--- config.mk ---
export PLATFORM = sky130hd
export DESIGN_NAME = prog_loader
export DESIGN_NICKNAME = d
export VERILOG_FILES = /design/src/rtl/prog_loader.sv
export SDC_FILE = /design/constraint.sdc
export NUM_CORES = 1
export LEC_CHECK = 0
export ABC_AREA = 1
export CAP_MARGIN = 40
export CELL_PAD_IN_SITES_DETAIL_PLACEMENT = 0
export CELL_PAD_IN_SITES_GLOBAL_PLACEMENT = 1
export CORE_UTILIZATION = 44
export DETAILED_ROUTE_END_ITERATION = 12
export DONT_BUFFER_PORTS = 1
export HOLD_SLACK_MARGIN = 0.08
export PLACE_DENSITY = 0.77
export SLEW_MARGIN = 20
export SYNTH_ARGS = -nofsm -noshare
export SYNTH_HDL_FRONTEND = slang
export SYNTH_SLANG_ARGS = --single-unit
export TNS_END_PERCENT = 10
--- constraint.sdc ---
create_clock -name clk -period 1.8 [get_ports clk]
set_input_delay 0.36 -clock clk [delete_from_list [all_inputs] [get_ports clk]]
set_output_delay 0.36 -clock clk [all_outputs]
set_load 0.01 [all_outputs]
--- src/rtl/prog_loader.sv ---
// Host-side program loader and run sequencer for the 9-bit CPU: streams words into
// instruction memory from address 0, pulses start, then times the run until done.
module prog_loader #(
  parameter int DEPTH     = 1024,
  parameter int ADDR_W    = 10,
  parameter int START_CYC = 2,
  parameter int CNT_W     = 24
) (
  input  logic              clk,
  input  logic              reset,
  input  logic              in_valid,
  output logic              in_ready,
  input  logic [8:0]        in_data,
  input  logic              in_last,
  output logic              wr_en,
  output logic [ADDR_W-1:0] wr_addr,
  output logic [8:0]        wr_data,
  output logic              start,
  input  logic              done,
  output logic              busy,
  output logic              run_done,
  output logic              error,
  output logic [ADDR_W:0]   loaded_count,
  output logic [CNT_W-1:0]  cycle_count
);

  localparam int SC_W = $clog2(START_CYC + 1);
  localparam logic [ADDR_W-1:0] LAST_ADDR = ADDR_W'(DEPTH - 1);
  localparam logic [SC_W-1:0]   SC_LOAD   = SC_W'(START_CYC - 1);

  typedef enum logic [2:0] {
    S_LOAD,
    S_START,
    S_RUN,
    S_FINISH,
    S_ERR
  } state_t;

  state_t             state_q, state_d;
  logic [ADDR_W-1:0]  ptr_q, ptr_d;
  logic [SC_W-1:0]    start_cnt_q, start_cnt_d;
  logic               wr_en_q, wr_en_d;
  logic [ADDR_W-1:0]  wr_addr_q, wr_addr_d;
  logic [8:0]         wr_data_q, wr_data_d;
  logic               start_q, start_d;
  logic               busy_q, busy_d;
  logic               run_done_q, run_done_d;
  logic               error_q, error_d;
  logic [ADDR_W:0]    loaded_count_q, loaded_count_d;
  logic [CNT_W-1:0]   cycle_count_q, cycle_count_d;
  logic               accept;

  function automatic logic [CNT_W-1:0] sat_inc(input logic [CNT_W-1:0] v);
    return (&v) ? v : v + 1'b1;
  endfunction

  assign in_ready = (state_q == S_LOAD) || (state_q == S_FINISH);
  assign accept   = in_valid & in_ready;

  always_comb begin
    state_d        = state_q;
    ptr_d          = ptr_q;
    start_cnt_d    = start_cnt_q;
    wr_en_d        = 1'b0;
    wr_addr_d      = wr_addr_q;
    wr_data_d      = wr_data_q;
    start_d        = start_q;
    busy_d         = busy_q;
    run_done_d     = run_done_q;
    error_d        = error_q;
    loaded_count_d = loaded_count_q;
    cycle_count_d  = cycle_count_q;

    case (state_q)
      S_LOAD: begin
        if (accept) begin
          wr_en_d        = 1'b1;
          wr_addr_d      = ptr_q;
          wr_data_d      = in_data;
          ptr_d          = ptr_q + 1'b1;
          loaded_count_d = loaded_count_q + 1'b1;
          if (in_last) begin
            state_d     = S_START;
            start_d     = 1'b1;
            busy_d      = 1'b1;
            start_cnt_d = SC_LOAD;
          end else if (ptr_q == LAST_ADDR) begin
            state_d = S_ERR;
            error_d = 1'b1;
          end
        end
      end
      S_START: begin
        if (start_cnt_q == '0) begin
          state_d = S_RUN;
          start_d = 1'b0;
        end else begin
          start_cnt_d = start_cnt_q - 1'b1;
        end
      end
      S_RUN: begin
        if (done) begin
          state_d    = S_FINISH;
          run_done_d = 1'b1;
          busy_d     = 1'b0;
        end else begin
          cycle_count_d = sat_inc(cycle_count_q);
        end
      end
      S_FINISH: begin
        // A new word here restarts the load at address 0 and discards the old run result.
        if (accept) begin
          wr_en_d        = 1'b1;
          wr_addr_d      = '0;
          wr_data_d      = in_data;
          ptr_d          = ADDR_W'(1);
          loaded_count_d = (ADDR_W + 1)'(1);
          run_done_d     = 1'b0;
          cycle_count_d  = '0;
          state_d        = S_LOAD;
          if (in_last) begin
            state_d     = S_START;
            start_d     = 1'b1;
            busy_d      = 1'b1;
            start_cnt_d = SC_LOAD;
          end
        end
      end
      S_ERR: begin
        error_d = 1'b1;
      end
      default: begin
        state_d = S_LOAD;
      end
    endcase
  end

  always_ff @(posedge clk) begin
    if (reset) begin
      state_q        <= S_LOAD;
      ptr_q          <= '0;
      start_cnt_q    <= '0;
      wr_en_q        <= 1'b0;
      wr_addr_q      <= '0;
      wr_data_q      <= '0;
      start_q        <= 1'b0;
      busy_q         <= 1'b0;
      run_done_q     <= 1'b0;
      error_q        <= 1'b0;
      loaded_count_q <= '0;
      cycle_count_q  <= '0;
    end else begin
      state_q        <= state_d;
      ptr_q          <= ptr_d;
      start_cnt_q    <= start_cnt_d;
      wr_en_q        <= wr_en_d;
      wr_addr_q      <= wr_addr_d;
      wr_data_q      <= wr_data_d;
      start_q        <= start_d;
      busy_q         <= busy_d;
      run_done_q     <= run_done_d;
      error_q        <= error_d;
      loaded_count_q <= loaded_count_d;
      cycle_count_q  <= cycle_count_d;
    end
  end

  assign wr_en        = wr_en_q;
  assign wr_addr      = wr_addr_q;
  assign wr_data      = wr_data_q;
  assign start        = start_q;
  assign busy         = busy_q;
  assign run_done     = run_done_q;
  assign error        = error_q;
  assign loaded_count = loaded_count_q;
  assign cycle_count  = cycle_count_q;

endmodule

==> results of run 1 <==
==> power by group <==
group	switching (W)	leakage [nW]	total, W	internal, W
Sequential	0.000174	0.600	0.00198	0.00180
Clock	0.000630	0.0944	0.00124	0.000609
Combinational	0.000811	1.13	0.00117	0.000362
Total	0.00162	1.83	0.00439	0.00277
==> placed cells by master (no fill, tap or decap) <==
master and instances:
nand2_1 145, nor2_1 88, dfxtp_1 74, inv_1 65
nand3_1 60, a21oi_1 45, buf_4 40, nor3_1 17
o21ai_0 16, nand4_1 12, clkbuf_8 12, o31ai_1 7
nor2_2 6, nand2_2 4, and2_1 4, ha_1 4
nand2_4 3, nor2_4 3, inv_2 2, nand2_8 2
or2_0 2, xnor2_1 2, a31oi_1 2, clkinv_2 2
clkinvlp_4 2, nand3_2 1, inv_4 1, nor3_4 1
o21a_1 1, a31o_2 1, clkinv_1 1, nand3b_1 1
xor2_1 1, o22ai_1 1, a211oi_1 1, dlygate4sd3_1 1
buf_8 1
==> registers in the layout, summed over array words and instances, names as in the netlist <==
name,count
state_q,3
wr_en,1
run_done,1
start_cnt_q,2
busy,1
loaded_count,11
wr_data,9
ptr_q,10
cycle_count,24
error,1
wr_addr,10
start,1
==> per-layer routing <==
metal  up-vias  GRT usage (%)  share of wire [%]  routed length (um)
met5         -              0                  0                   0
met1      1727           31.2                 48                5020
met2       105           39.7                 45                4740
met4         0           6.72               0.60                  63
li1       1975              -                  -                   -
met3         6           6.24                6.8                 717
==> stage by stage <==
| step | util [%] | TNS (ps) |
|---|---|---|
| after floorplan | - | 0 |
| after global placement | 50.1 | 0 |
| final | 53.0 | 0 |
| after detailed placement | 50.1 | 0 |
| after global routing | 53.0 | -37.6 |
| after CTS | 52.5 | 0 |
==> path summary, 6_finish.rpt <==
kind	to	slack (ps)	cells past startpoint	start
worst max-delay path	cycle_count[23]	120	10	cycle_count[0]
worst min-delay path	wr_addr[1]	110	1	reset
worst max register to register	cycle_count[23]	120	10	cycle_count[0]
worst min register to register	ptr_q[8]	490	2	ptr_q[8]
==> critical path, stage by stage (launching register included) <==
cell	delay (ps)
dfxtp_1	340
buf_4	170
nand3_1	140
inv_1	160
nand2_1	150
nor2_1	280
nand3_1	120
nand2_1	70
nand2_1	50
nand2_1	60
nor2_1	40
==> synthesized netlist by cell type <==
master	n
dfxtp_1	74
buf_2	7
a21oi_1	45
clkbuf_1	7
ha_1	4
buf_4	1
inv_1	65
nor2_1	90
o21a_1	1
nand3_2	1
a31oi_1	2
nand2_2	5
nand2_1	145
nor2_4	3
nand3_1	60
o21ai_0	16
and2_1	4
a211oi_1	1
a31o_2	1
o22ai_1	1
buf_6	3
o31ai_1	7
nor3_1	17
inv_2	3
xnor2_1	2
buf_1	1
xor2_1	1
nand3b_1	1
nand2_4	4
nor3_4	1
nor2_2	4
or2_0	2
clkinv_1	1
nand4_1	12
==> cell type report <==
class | count | area (um2) | share of cell area (%)
clock inverters | 4 | 25.0 | 0.563
clock buffers | 12 | 165 | 3.72
inverters | 69 | 262 | 5.89
multi-input cells | 430 | 2050 | 46.2
well taps | 105 | 131 | 2.96
repair buffers | 42 | 325 | 7.32
flip-flops and latches | 74 | 1480 | 33.3
==> timing repair <==
item,4_1_cts,5_1_grt
hold endpoints to repair,26,0
endpoints found under the setup margin,0,20
hold buffers,1,0
resized for setup,0,7
setup buffers,0,0
==> logic make-up (layout without fill, tap and decap cells) <==
kind of cell / Yosys count / in the layout / synth area share, %
buf+inv: 88 / 127 / 9.43
simple gates: 349 / 349 / 40.0
compound gates: 74 / 74 / 10.3
fa+ha+maj: 4 / 4 / 1.29
xor+xnor: 3 / 3 / 0.679
flops: 74 / 74 / 38.3
==> impl_metrics.json, run 1 <==
{
  "hp-class": "input pin to flop",
  "clk_latency_ps": 350,
  "max_slew.worst_pin.slew_ps": 489,
  "clockBufferDepth": 2,
  "crit_type": "flop to flop",
  "syn_inst": 592,
  "stdcell_count": 736,
  "dieArea_mm2": 0.00918,
  "slew_headroom_pct": 67.3,
  "io_pins": 74,
  "critical_path_required_ps": 2050,
  "dp_slack_ps": 78.8,
  "drv_cap": 0,
  "rsz0062_at_grt": "true",
  "fillers": 873,
  "seq_area_frac_synth_pct": 38.3,
  "final_area_mm2": 0.00444,
  "cts_tree": "done",
  "hold_violations": 0,
  "finalCriticalPeriod_ps": 1680,
  "grt_max_degree": 32,
  "setup_viol": 0,
  "setup_slack_ps": 117,
  "cts_inserted_buffers": 9,
  "yosysTopAreaCellShare_pct": 38.3,
  "die_w_um": 95.8,
  "synthDistinctLibCells": 34,
  "vias": 3813,
  "std_cell_rows": 33,
  "synthesis.area_mm2": 0.00387,
  "cp.arrival_ps": 1930,
  "drt-total-wl_um": 10500,
  "grt_antenna_before_repair": 0,
  "core_area_mm2": 0.00838,
  "dpl.hpwl_um": 7770,
  "synth.area.top_cells": "dfxtp_1, nand2_1, nor2_1, nand3_1, inv_1",
  "whs_ps": 110,
  "p_leak_nw": 1.83,
  "timing.final.crit_share_pct": 93.5,
  "grt_pass1_wl_um": 16900,
  "track_usage_pct": 24.2,
  "clk_pin_slew_ps": 90,
  "diodes": 0,
  "placed_area_mm2": 0.00420,
  "viasPerCell": 5.18,
  "start_util_pct": 46.2,
  "drv_slew": 0,
  "die_h_um": 95.8,
  "crit_path_max_fanout": 6,
  "synth-seq-cells": 74,
  "avgSynthCellArea_um2": 6.54,
  "htree_levels": 3,
  "clock_skew_ps": 14.6,
  "gp_congestion": 0.861,
  "clock-root-buffer": "clkbuf_8",
  "yosys.area.top_type": "dfxtp_1",
  "drt-pass1-iter-count": 4,
  "timing.fmax_ghz": 0.594,
  "crit_path_start_kind": "flop",
  "postRouteAntennaNets": 0,
  "io_buffers": 0,
  "remaining_drc_errors": 0,
  "first_iter_violations": 139,
  "final_nets": 644,
  "dp_cells": 718,
  "power_w": 0.00439,
  "cts.sinks": 74,
  "status": "finished clean",
  "endpoint_kind": "flop",
  "wl_per_cell_um": 14.3,
  "first_global_vias": 3496,
  "power_density_mw_per_mm2": 988,
  "yosys_warnings": 0,
  "synthesis.nets": 610,
  "vdd_ir_drop_max_mv": 0.621,
  "drive_gt1_share_pct": 12.8,
  "overflow": 0,
  "syn_to_final_growth_pct": 14.7
}
No activity file was read; power rests on OpenSTA's default activity.
==> run 2, diff against run 1 <==
CORE_ASPECT_RATIO = 0.9   (was unset)
clock period = 1.7 ns   (was 1.8 ns; I/O delays follow)
==> impl_metrics.json, run 2 (same netlist as run 1, synthesis figures left out) <==
{
  "start_util_pct": 45.2,
  "drv_cap": 0,
  "syn_to_final_growth_pct": 16.5,
  "max_slew.worst_pin.slew_ps": 382,
  "wl_met3_um": 704,
  "rsz0062_at_grt": "true",
  "std_cell_rows": 32,
  "vdd_ir_drop_max_mv": 0.744,
  "grt_pass1_wl_um": 16700,
  "setup_viol": 0,
  "power_density_mw_per_mm2": 1030,
  "dpl.hpwl_um": 7760,
  "critical_path_required_ps": 1360,
  "cts_setup_buffers": 0,
  "grt_max_degree": 32,
  "clockBufferDepth": 2,
  "crit_type": "flop to primary output",
  "fillers": 909,
  "grt_antenna_before_repair": 0,
  "postRouteAntennaNets": 0,
  "timing.final.crit_share_pct": 95.0,
  "p_leak_nw": 1.86,
  "drt-pass1-iter-count": 4,
  "first_iter_violations": 158,
  "dieArea_mm2": 0.00918,
  "endpoint_kind": "primary output",
  "overflow": 0,
  "diodes": 0,
  "status": "finished clean",
  "clk_pin_slew_ps": 70,
  "drt-total-wl_um": 10200,
  "viasPerCell": 5.11,
  "core_area_mm2": 0.00857,
  "final_common_cell": "nand2_1",
  "dp_cells": 738,
  "wl_met1_um": 4840,
  "stdcell_count": 755,
  "wl_per_cell_um": 13.6,
  "gp_congestion": 0.851,
  "die_h_um": 91,
  "drv_slew": 0,
  "most-common-layout-cells": "nand2_1, nor2_1, dfxtp_1",
  "final_nets": 649,
  "clock_skew_ps": 11.1,
  "largest_reg_flops": 24,
  "clock-root-buffer": "clkbuf_8",
  "crit_path_max_fanout": 5,
  "clk_latency_ps": 350,
  "hp-class": "input pin to flop",
  "power_w": 0.00463,
  "vias": 3855,
  "cts.sinks": 74,
  "setup_slack_ps": 85.8,
  "io_buffers": 0,
  "cts_tree": "done",
  "hold_violations": 0,
  "drive_gt1_share_pct": 14.8,
  "remaining_drc_errors": 0,
  "finalCriticalPeriod_ps": 1610,
  "wl_met2_um": 4640,
  "first_global_vias": 3469,
  "track_usage_pct": 23.3,
  "crit_path_start_kind": "flop",
  "htree_levels": 3,
  "cp.arrival_ps": 1270,
  "cts_inserted_buffers": 9,
  "timing.fmax_ghz": 0.619,
  "slew_headroom_pct": 74.4,
  "dp_slack_ps": 26.1,
  "top_layer": "met4",
  "io_pins": 74,
  "die_w_um": 101
}
==> run 2: cell types whose count changed in the layout (fill, tap and decap cells not counted), sizes merged <==
cell,previous run,this run
buf,41,47
clkinv,3,5
clkinvlp,2,0
dlygate4sd3,1,0
==> run 2: worst paths after layout <==
kind                       start              end  slack [ps]  cells past startpoint
hold reg to reg   start_cnt_q[1]   start_cnt_q[1]         490                      2
setup / recovery      state_q[2]         in_ready          90                      4
hold / removal        in_data[3]       wr_data[3]         160                      2
setup reg to reg  cycle_count[0]  cycle_count[20]         120                     10
==> run 2: worst max-delay path: stages (launching register included) <==
cell and delay, ps:
dfxtp_1 390, inv_1 130, nand2_1 160, nand2_2 90, buf_4 160
==> run 2: layout make-up <==
cell class / instances / area (um2) / area share (%)
multi-input combinational: 430 / 2070 / 46.0
sequential: 74 / 1490 / 33.0
timing repair buffer: 47 / 365 / 8.10
inverter: 69 / 262 / 5.80
tap: 119 / 149 / 3.30
clock buffer: 12 / 145 / 3.22
clock inverter: 4 / 27.5 / 0.610
==> run 2: routing by layer <==
layer	up-vias	track usage (%)
li1	1988	-
met1	1756	31.7
met2	109	36.9
met3	2	6.00
met4	0	5.07
met5	-	0
==> run 2: what timing repair did <==
action	4_1_cts	5_1_grt
endpoints found under the setup margin	0	34
hold endpoints to repair	27	27
resized for setup	0	14
==> run 2: power breakdown <==
part           total [W]  leakage (nW)  internal [W]  switching (W)
combinational    0.00131          1.17      0.000436       0.000878
sequential       0.00209         0.603       0.00191       0.000180
clock            0.00123        0.0903      0.000571       0.000656
==> run 2: metrics by stage <==
step / setup TNS, ps / util [%] / hold WS [ps] / area [um2]
6_report: 0 / 52.6 / 164 / 4510
5_1_grt: -281 / 52.6 / 145 / 4510
4_1_cts: 0 / 51.9 / 37.6 / 4450
3_5_place_dp: 0 / 49.9 / 417 / 4270
3_3_place_gp: 0 / 49.9 / 415 / 4270
2_1_floorplan: 0 / - / 450 / 3890
==> run 3, diff against run 2 <==
CORE_MARGIN = 3   (was unset)
CORE_UTILIZATION = 40   (was 44)
PLACE_DENSITY = 0.74   (was 0.77)
clock period = 1.48 ns   (was 1.7 ns; I/O delays follow)
==> impl_metrics.json, run 3 (same netlist as run 1, synthesis figures left out) <==
{
  "dpl.hpwl_um": 8230,
  "vias": 4025,
  "slew_headroom_pct": 82.8,
  "clk_pin_slew_ps": 90,
  "clockBufferDepth": 2,
  "hp-start": "in_data[4]",
  "cp_common_cell": "nand2_4",
  "setup_viol": 23,
  "timing.fmax_ghz": 0.644,
  "drt-total-wl_um": 11000,
  "wl_per_cell_um": 13.6,
  "clock-root-buffer": "clkbuf_8",
  "most-common-layout-cells": "nand2_1, nor2_1, buf_4",
  "die_w_um": 110,
  "dp_slack_ps": -103,
  "crit_path_max_fanout": 7,
  "finalCriticalPeriod_ps": 1550,
  "drv_cap": 0,
  "vdd_ir_drop_max_mv": 0.895,
  "clock_skew_ps": 12.6,
  "drt-pass1-iter-count": 4,
  "p_leak_nw": 2.14,
  "cts_inserted_buffers": 9,
  "drive_gt1_share_pct": 25.5,
  "remaining_drc_errors": 0,
  "critical_path_required_ps": 1760,
  "crit_type": "flop to flop",
  "cp_num_buf_inv": 2,
  "reg2reg_from": "cycle_count[0]",
  "grt_max_degree": 30,
  "hold_violations": 0,
  "whs_ps": 110,
  "final_common_cell": "nand2_1",
  "endpoint_kind": "flop",
  "viasPerCell": 5.01,
  "diodes": 0,
  "overflow": 0,
  "gp_congestion": 0.843,
  "failed_checks": "setup timing",
  "crit_start": "cycle_count[0]",
  "hp-class": "input pin to flop",
  "htree_levels": 3,
  "start_util_pct": 41.9,
  "cts_tree": "done",
  "drv_slew": 0,
  "cts.sinks": 74,
  "first_iter_violations": 204,
  "cp_cell_sequence": "ha_4 -> nand2_4 -> nor2_4 -> nand2_4 -> nor2_4 -> nand2_2 -> nand2_4 -> buf_6 -> buf_6 -> nand3_1 -> a21oi_1",
  "slowest_stage": "dfxtp_4",
  "io_buffers": 0,
  "syn_to_final_growth_pct": 30.9,
  "power_density_mw_per_mm2": 1140,
  "first_global_vias": 3910,
  "r2r_slack_ps": -70,
  "final_nets": 695,
  "cp.arrival_ps": 1830,
  "grt_pass1_wl_um": 18300,
  "max_slew.worst_pin.slew_ps": 255,
  "core_area_mm2": 0.00925,
  "io_pins": 74,
  "crit_path_start_kind": "flop",
  "setup_tns_ps": -1210,
  "die_h_um": 99.3,
  "grt_antenna_before_repair": 0,
  "dieArea_mm2": 0.0109,
  "placed_area_mm2": 0.00462,
  "final_area_mm2": 0.00507,
  "setup_slack_ps": -72.3,
  "timing.final.crit_share_pct": 105,
  "std_cell_rows": 33,
  "clk_latency_ps": 350,
  "critPathTopFamily": "simple AND/OR/NAND/NOR gates",
  "track_usage_pct": 20.8,
  "worst_path_largest_cell_delay_ps": 370,
  "largest_reg_flops": 24,
  "rsz0062_at_grt": "true",
  "status": "finished, violations left",
  "postRouteAntennaNets": 0
}
[run 3: cell count changes in the layout (fill, tap and decap cells not counted), sizes merged]
cell / change
clkinv: -1
inv: +2
clkbuf: -1
buf: +46
[run 3: final cells by class]
| cell class | count | area [um2] |
|---|---|---|
| Clock inverter | 5 | 37.5 |
| Tap cell | 122 | 153 |
| Sequential cell | 74 | 1510 |
| Timing Repair Buffer | 93 | 783 |
| Multi-Input combinational cell | 430 | 2190 |
| Inverter | 69 | 264 |
| Clock buffer | 11 | 141 |
| Fill cell | 934 | 4180 |
[run 3: routing by layer]
layer  vias to the layer above  part of all wire [%]  track usage (%)
met5                         -                     0                0
met4                         0                   1.6             7.00
met3                        14                   6.6             5.45
met2                        97                    47             33.6
met1                      1822                    45             26.9
li1                       2092                     -                -
[run 3: per-stage QoR]
| stage | power (W) | util [%] | cells |
|---|---|---|---|
| after floorplan | 0.00353 | - | 592 |
| after global placement | 0.00401 | 49.9 | 780 |
| after detailed placement | 0.00405 | 49.9 | 780 |
| after CTS | 0.00571 | 53.7 | 803 |
| after global routing | 0.00617 | 54.8 | 804 |
| final | 0.00577 | 54.8 | 804 |
[run 3: where the power goes]
part           internal [W]  total [W]  leakage [nW]  switching, W
combinational      0.000751    0.00187          1.43       0.00112
sequential          0.00221    0.00243         0.607      0.000219
clock              0.000666    0.00147        0.0942      0.000804
[run 3: worst paths after layout]
path / depth (start not counted) / to
setup / recovery: 11 / cycle_count[7]
hold / removal: 2 / wr_data[4]
setup reg to reg: 11 / cycle_count[7]
hold reg to reg: 2 / ptr_q[8]
[run 3: repair_timing]
item	in CTS	in global routing
buffers inserted	6	0
cloned	1	0
gates resized for setup	32	26
endpoints found under the hold margin	27	27
pin swaps	11	4
setup endpoints to repair	47	42
